`src/rtl/cms_pkg.sv`:
```
// Shared types and widths for the monitoring-system control-port arbiter.
package cms_pkg;

    localparam int CTRL_ADDR_WIDTH = 8;
    localparam int CTRL_DATA_WIDTH = 64;

    typedef enum logic [1:0] {
        ST_IDLE  = 2'd0,
        ST_SETUP = 2'd1,
        ST_PULSE = 2'd2,
        ST_GAP   = 2'd3
    } cms_state_e;

    // A phase of n cycles is timed by loading n-1 and waiting for zero.
    function automatic logic [7:0] cycles_to_load(input int unsigned n);
        return 8'(n - 1);
    endfunction

endpackage

```
`src/rtl/cms_cycle_timer.sv`:
```
// Loadable 8-bit down-counter; done is high while the count sits at zero.
module cms_cycle_timer (
    input  logic       clk,
    input  logic       rst,
    input  logic       load_i,
    input  logic [7:0] load_val_i,
    output logic       done_o
);

    logic [7:0] count_q;
    logic [7:0] count_d;

    always_comb begin
        count_d = count_q;
        if (load_i) begin
            count_d = load_val_i;
        end else if (count_q != 8'd0) begin
            count_d = count_q - 8'd1;
        end
    end

    always_ff @(posedge clk or posedge rst) begin
        if (rst) begin
            count_q <= 8'd0;
        end else begin
            count_q <= count_d;
        end
    end

    assign done_o = (count_q == 8'd0);

endmodule

```
`src/rtl/cms_ctrl_arbiter.sv`:
```
// Two-requester round-robin arbiter with lock, driving a timed write strobe
// (setup, pulse, gap) onto the monitoring-system control port.
module cms_ctrl_arbiter
    import cms_pkg::*;
#(
    parameter int unsigned PULSE_CYCLES = 1,
    parameter int unsigned GAP_CYCLES   = 1
) (
    input  logic                       clk,
    input  logic                       rst,
    input  logic                       req0_valid,
    input  logic                       req1_valid,
    input  logic [CTRL_ADDR_WIDTH-1:0] req0_addr,
    input  logic [CTRL_ADDR_WIDTH-1:0] req1_addr,
    input  logic [CTRL_DATA_WIDTH-1:0] req0_wdata,
    input  logic [CTRL_DATA_WIDTH-1:0] req1_wdata,
    input  logic                       req0_lock,
    input  logic                       req1_lock,
    output logic                       req0_ready,
    output logic                       req1_ready,
    output logic [CTRL_ADDR_WIDTH-1:0] ctrl_addr,
    output logic [CTRL_DATA_WIDTH-1:0] ctrl_wdata,
    output logic                       ctrl_write_enable,
    output logic                       busy,
    output logic                       last_grant,
    output logic [31:0]                write_count
);

    localparam logic [7:0] PULSE_LOAD = cycles_to_load(PULSE_CYCLES);
    localparam logic [7:0] GAP_LOAD   = cycles_to_load(GAP_CYCLES);

    cms_state_e                 state_q, state_d;
    logic [CTRL_ADDR_WIDTH-1:0] addr_q, addr_d;
    logic [CTRL_DATA_WIDTH-1:0] wdata_q, wdata_d;
    logic                       we_q, we_d;
    logic                       last_q, last_d;
    logic                       lock_q, lock_d;
    logic [31:0]                write_count_q, write_count_d;

    logic       winner;
    logic       accept;
    logic       timer_load;
    logic [7:0] timer_val;
    logic       timer_done;

    cms_cycle_timer u_timer (
        .clk        (clk),
        .rst        (rst),
        .load_i     (timer_load),
        .load_val_i (timer_val),
        .done_o     (timer_done)
    );

    // A held lock only matters while its owner is still asking.
    always_comb begin
        if (lock_q && (last_q ? req1_valid : req0_valid)) begin
            winner = last_q;
        end else if (req0_valid && req1_valid) begin
            winner = ~last_q;
        end else begin
            winner = req1_valid;
        end
    end

    assign accept     = (state_q == ST_IDLE) && (req0_valid || req1_valid);
    assign req0_ready = accept && !winner;
    assign req1_ready = accept && winner;

    always_comb begin
        state_d       = state_q;
        addr_d        = addr_q;
        wdata_d       = wdata_q;
        last_d        = last_q;
        lock_d        = lock_q;
        write_count_d = write_count_q;
        timer_load    = 1'b0;
        timer_val     = PULSE_LOAD;
        case (state_q)
            ST_IDLE: begin
                lock_d = 1'b0;
                if (accept) begin
                    state_d = ST_SETUP;
                    addr_d  = winner ? req1_addr  : req0_addr;
                    wdata_d = winner ? req1_wdata : req0_wdata;
                    last_d  = winner;
                    lock_d  = winner ? req1_lock  : req0_lock;
                end
            end
            ST_SETUP: begin
                state_d    = ST_PULSE;
                timer_load = 1'b1;
                timer_val  = PULSE_LOAD;
            end
            ST_PULSE: begin
                if (timer_done) begin
                    state_d       = ST_GAP;
                    timer_load    = 1'b1;
                    timer_val     = GAP_LOAD;
                    write_count_d = write_count_q + 32'd1;
                end
            end
            ST_GAP: begin
                if (timer_done) begin
                    state_d = ST_IDLE;
                end
            end
            default: state_d = ST_IDLE;
        endcase
        we_d = (state_d == ST_PULSE);
    end

    always_ff @(posedge clk or posedge rst) begin
        if (rst) begin
            state_q       <= ST_IDLE;
            addr_q        <= '0;
            wdata_q       <= '0;
            we_q          <= 1'b0;
            last_q        <= 1'b1;
            lock_q        <= 1'b0;
            write_count_q <= 32'd0;
        end else begin
            state_q       <= state_d;
            addr_q        <= addr_d;
            wdata_q       <= wdata_d;
            we_q          <= we_d;
            last_q        <= last_d;
            lock_q        <= lock_d;
            write_count_q <= write_count_d;
        end
    end

    assign ctrl_addr         = addr_q;
    assign ctrl_wdata        = wdata_q;
    assign ctrl_write_enable = we_q;
    assign busy              = (state_q != ST_IDLE);
    assign last_grant        = last_q;
    assign write_count       = write_count_q;

endmodule

```
`config.mk`:
```
export PLATFORM = sky130hd
export DESIGN_NAME = cms_ctrl_arbiter
export DESIGN_NICKNAME = d
export VERILOG_FILES = /design/src/rtl/cms_pkg.sv /design/src/rtl/cms_cycle_timer.sv /design/src/rtl/cms_ctrl_arbiter.sv
export SDC_FILE = /design/constraint.sdc
export NUM_CORES = 1
export LEC_CHECK = 0
export CORE_UTILIZATION = 40
export DETAILED_ROUTE_END_ITERATION = 10
export PLACE_DENSITY = 0.8
export SYNTH_ARGS = -nofsm -noshare
export SYNTH_HDL_FRONTEND = slang
export SYNTH_SLANG_ARGS = --single-unit
```
`constraint.sdc`:
```
create_clock -name clk -period 5.2 [get_ports clk]
set_clock_uncertainty 0.15 [all_clocks]
set_input_delay 1.04 -clock clk [delete_from_list [all_inputs] [get_ports clk]]
set_output_delay 1.04 -clock clk [all_outputs]
set_load 0.02 [all_outputs]
```
-- Word-level counts from Yosys, hierarchy flattened
Index checks and enable logic that the tools add are counted.
- output and inout port bits: 109
- bits in registers: 117
- equality and inequality tests: 4
- bitwise logic cells: 1
- reduce and logical (&&, ||, !) cells: 14
- mux-type cells: 15
- add/subtract/negate cells: 2
- operators by type and width (operator ; count):
    $mux 64 ; 1
    $add 32x1->32 const B ; 1
    $mux 8 ; 3
    $logic_not 8->1 ; 1
    $pmux 2 s4 ; 1
    $reduce_bool 8->1 ; 1
    $sub 8x1->8 const B ; 1
    $eq 2x2->1 const B ; 3
    $mux 1 ; 6
    $mux 2 ; 3
    $logic_and 1x1->1 ; 5
    $reduce_and 2->1 ; 2
    $reduce_bool 2->1 ; 2
    $eq 2x1->1 const B ; 1
    $logic_not 2->1 ; 1
    $pmux 1 s2 ; 1
    $logic_not 1->1 ; 1
    $logic_or 1x1->1 ; 1
    $not 1->1 ; 1

-- Logic depth before layout (Yosys ltp)
- depth after elaboration: 5
- gate-level depth with buffers: 8
- gate-level depth less buffers: 7

-- Cells and area by module
From an unflattened synthesis, not the netlist that was laid out.
- cell total of the unflattened synthesis: 460
- area, all modules: 5197.5 um^2
- by module, submodules not included (module ; cells an instance ; area an instance (um^2) ; times used):
    cms_ctrl_arbiter ; 404 ; 4700.8 ; 1
    cms_cycle_timer ; 56 ; 496.7 ; 1

-- Worst setup path before layout
No wires, ideal clock.
- path type: input port to output port
- from: input req1_valid
- to: output req1_ready
- path slack: 2004 ps
- arrival: 2006 ps
- buffers on the path: 2
- stages on the path: 5
- cell sequence: inv_1 -> a21oi_1 -> and2_1 -> clkbuf_1 -> buf_1
- longest elaborated chain between the ends: 4
- ends and longest elaborated chain (item ; RTL line ; RTL):
    from (decl) ; cms_ctrl_arbiter.sv:12 ; input logic req1_valid,
    $logic_and 1x1->1 / $mux 1 (equally long branches) ; cms_ctrl_arbiter.sv:58, cms_ctrl_arbiter.sv:56 ;
    $mux 1 / $logic_and 1x1->1 (equally long branches) ; cms_ctrl_arbiter.sv:58, cms_ctrl_arbiter.sv:56 ;
    $mux 1 ; cms_ctrl_arbiter.sv:56 ; if (lock_q && (last_q ? req1_valid : req0_valid)) begin
    $logic_and 1x1->1 (*) ; cms_ctrl_arbiter.sv:67 ; assign req1_ready = accept && winner;
    to (decl) ; cms_ctrl_arbiter.sv:20 ; output logic req1_ready,
Every way passes the cells marked *; elsewhere a longest branch is shown, timed or not.

-- Final worst setup path
Ends and elaborated chain as after synthesis.

==> run_results.csv <==
group,metric,value,unit
run_status,outcome,"finished, final reports clean",
synth,syn-num-nets,603,
floorplan,fp-row-count,40,
cts,holdBufCountCts,0,
cts,tritoncts,"built",
cts,clock_path_buffers,2,
synth,ys_seq_area_share,57.4,%
floorplan,die_area,13200,um^2
final_layout,n_fill_cell,892,
routing,viasPerCell,5.38,
routing,routed-via-count,4736,
cts,insertion_delay,410,ps
routing,drc_errors,0,
synth,synth_top_cell_area_share,56.9,%
hold_path,hold_path_class,"register to register",
placement,dpl_cell_area,7840,um^2
final_layout,diodes,0,
timing,rsz0062_at_grt,"false",
routing,drt_iter0_markers,590,
placement,place.gp.congestion,0.823,
synth,synth.avg_cell_area,11.4,um^2
grt,track_usage,25.2,%
power,vdd_ir_drop_max,0.367,mV
cts,ctsHtreeMaxLevel,4,
timing,fin_tns_setup,0,ps
setup_path,reg2reg_setup_slack,2560,ps
cts,ctsResizeCount,0,
cts,cts_buffers,17,
final_layout,finalNonFillerCells,880,
timing,tightest_slew,1130,ps
flow_run,drv_cap,0,
floorplan,die_w,115,um
cts,cts_sinks,117,
grt,grt_max_degree,74,
grt,grt_overflow_total,0,
grt,grt_pass1_vias,4923,
routing,wl,16100,um
setup_path,path_max_fanout,3,
final_layout,fin_area,8410,um^2
timing,drv_slew,0,
cts,clk_pin_slew,50,ps
synth,synth.most_common_cell,"dfrtp_1",
setup_path,end_kind,"primary output",
floorplan,io_pins,259,
routing,postRouteAntennaNets,0,
grt,grt_antenna_before_repair,0,
final_layout,drive_gt1_share,6.74,%
synth,yosysTopAreaCell,"dfrtp_1",
timing,final_hold_viol_count,0,
grt,grt_pass1_wl,25200,um
synth,syn-cell-area,5100,um^2
floorplan,fp.coreArea,12200,um^2
final_layout,nNetsFinal,858,
synth,ys_warn_count,0,
final_layout,post-route-util,68.9,%
routing,drt-wirelength-per-cell,18.3,um
synth,synthTopCellsByArea,"dfrtp_1 57%, a222oi_1 14%, inv_1 6.0%",
cts,post_cts_buffers,0,
synth,synth_commonest_cells,"116 x dfrtp_1, 82 x inv_1, 72 x a222oi_1, 28 x nor2_1, 22 x clkbuf_1",
timing,finalCriticalPeriod,3830,ps
synth,ys_types,44,
setup_path,crit_type,"input port to primary output",
setup_path,cp.arrival,2640,ps
synth,synth_seq_cells,117,
synth,synth_cells,447,
timing,max_freq,0.261,GHz
routing,dr.pass1.iters,8,
final_layout,syn_to_final_growth,65.0,%
placement,hpwlAfterDp,11500,um
placement,dpl.cell_count,851,
setup_path,start_kind,"input port",
synth,async_reset_ff_share,100,%
placement,port_buffers,258,
synth,synth_flop_cell,"dfrtp_1",
power,p_per_area,546,nW/um^2
timing,slew_headroom,24.6,%
timing,timing.final.crit_share,73.6,%
setup_path,crit_required,4010,ps
power,p_leak,0.00390,uW
cts,root_buffer,"clkbuf_16",
floorplan,start_util,41.8,%
timing,setup_violations,0,
floorplan,die_h,115,um
synth,synth_edf_count,0,
-- sequential cells by signal (all words and copies together), names as in the netlist --
signal / flops
lock_q: 1
ctrl_addr: 8
ctrl_write_enable: 1
write_count: 32
state_q: 2
ctrl_wdata: 64
last_grant: 1
u_timer.count_q: 8
-- critical path, cell delays in order --
cell and delay [ps]:
clkdlybuf4s50_1 560, inv_1 90, a21oi_1 150, and2_2 190
clkdlybuf4s50_1 610
-- through the flow --
| stage | setup slack [ps] | power (uW) | hold WS [ps] |
|---|---|---|---|
| after floorplan | 911 | 2490 | 344 |
| after global placement | 1410 | 3380 | 314 |
| after detailed placement | 1400 | 3440 | 312 |
| after CTS | 1390 | 4610 | 335 |
| after global routing | 1310 | 4820 | 345 |
| final | 1370 | 4590 | 329 |
-- placed cells by master, fill, tap and decap left out, types with 3 or more instances in the layout --
cell type,synthesis,routed
xnor2_1,18,18
a222oi_1,72,72
nand3_1,10,10
nor2_1,28,28
inv_1,82,81
clkdlybuf4s50_1,0,258
ha_1,6,6
clkbuf_1,22,3
clkbuf_8,0,5
nand4_1,11,11
dfrtp_1,116,116
and4_1,3,3
clkbuf_16,0,17
nand2_1,15,15
nor3_1,3,3
buf_4,0,5
xor2_1,19,19
-- area by class of cell --
class / count / area, um^2 / share of cell area (%)
sequential: 117 / 2930 / 34.8
timing repair buffer: 263 / 2620 / 31.2
multi-input combinational: 221 / 1770 / 21.0
clock buffer: 25 / 505 / 6.01
inverter: 82 / 310 / 3.69
tap: 168 / 210 / 2.50
clock inverter: 4 / 70.1 / 0.833
-- report_power, final --
| group | internal, uW | switching (uW) |
|---|---|---|
| sequential | 1230 | 203 |
| combinational | 941 | 1080 |
| clock | 759 | 379 |
-- cells by family (layout without fill, tap and decap cells) --
kind of cell | Yosys count | after routing | share of synthesized area [%]
multiplexers | 2 | 2 | 0.417
adder cells (fa/ha/maj) | 6 | 6 | 1.47
AO/OA/AOI/OAI | 84 | 84 | 15.9
buffers and inverters | 109 | 374 | 8.20
flip-flops | 117 | 117 | 57.4
AND/OR/NAND/NOR | 92 | 92 | 10.2
XOR/XNOR | 37 | 37 | 6.36
-- path summary, 6_finish.rpt --
path | depth (start not counted) | start | to
max | 5 | req1_valid | req1_ready
max in group asynchronous | 3 | rst | ctrl_wdata[18]$_DFFE_PP0P_
min in group asynchronous | 2 | rst | ctrl_addr[1]$_DFFE_PP0P_
min reg2reg | 1 | write_count[31]$_DFFE_PP0P_ | write_count[31]$_DFFE_PP0P_
max reg2reg | 7 | state_q[0]$_DFF_PP0_ | write_count[31]$_DFFE_PP0P_
min | 1 | write_count[31]$_DFFE_PP0P_ | write_count[31]$_DFFE_PP0P_
-- routing by layer --
| layer | vias up | routed length, um | global-route usage (%) |
|---|---|---|---|
| li1 | 2143 | - | - |
| met1 | 2322 | 6250 | 30.1 |
| met2 | 250 | 8100 | 42.2 |
| met3 | 21 | 1470 | 8.96 |
| met4 | 0 | 321 | 9.18 |
| met5 | - | 0 | 0 |
Power figures use the tool's default switching activity.
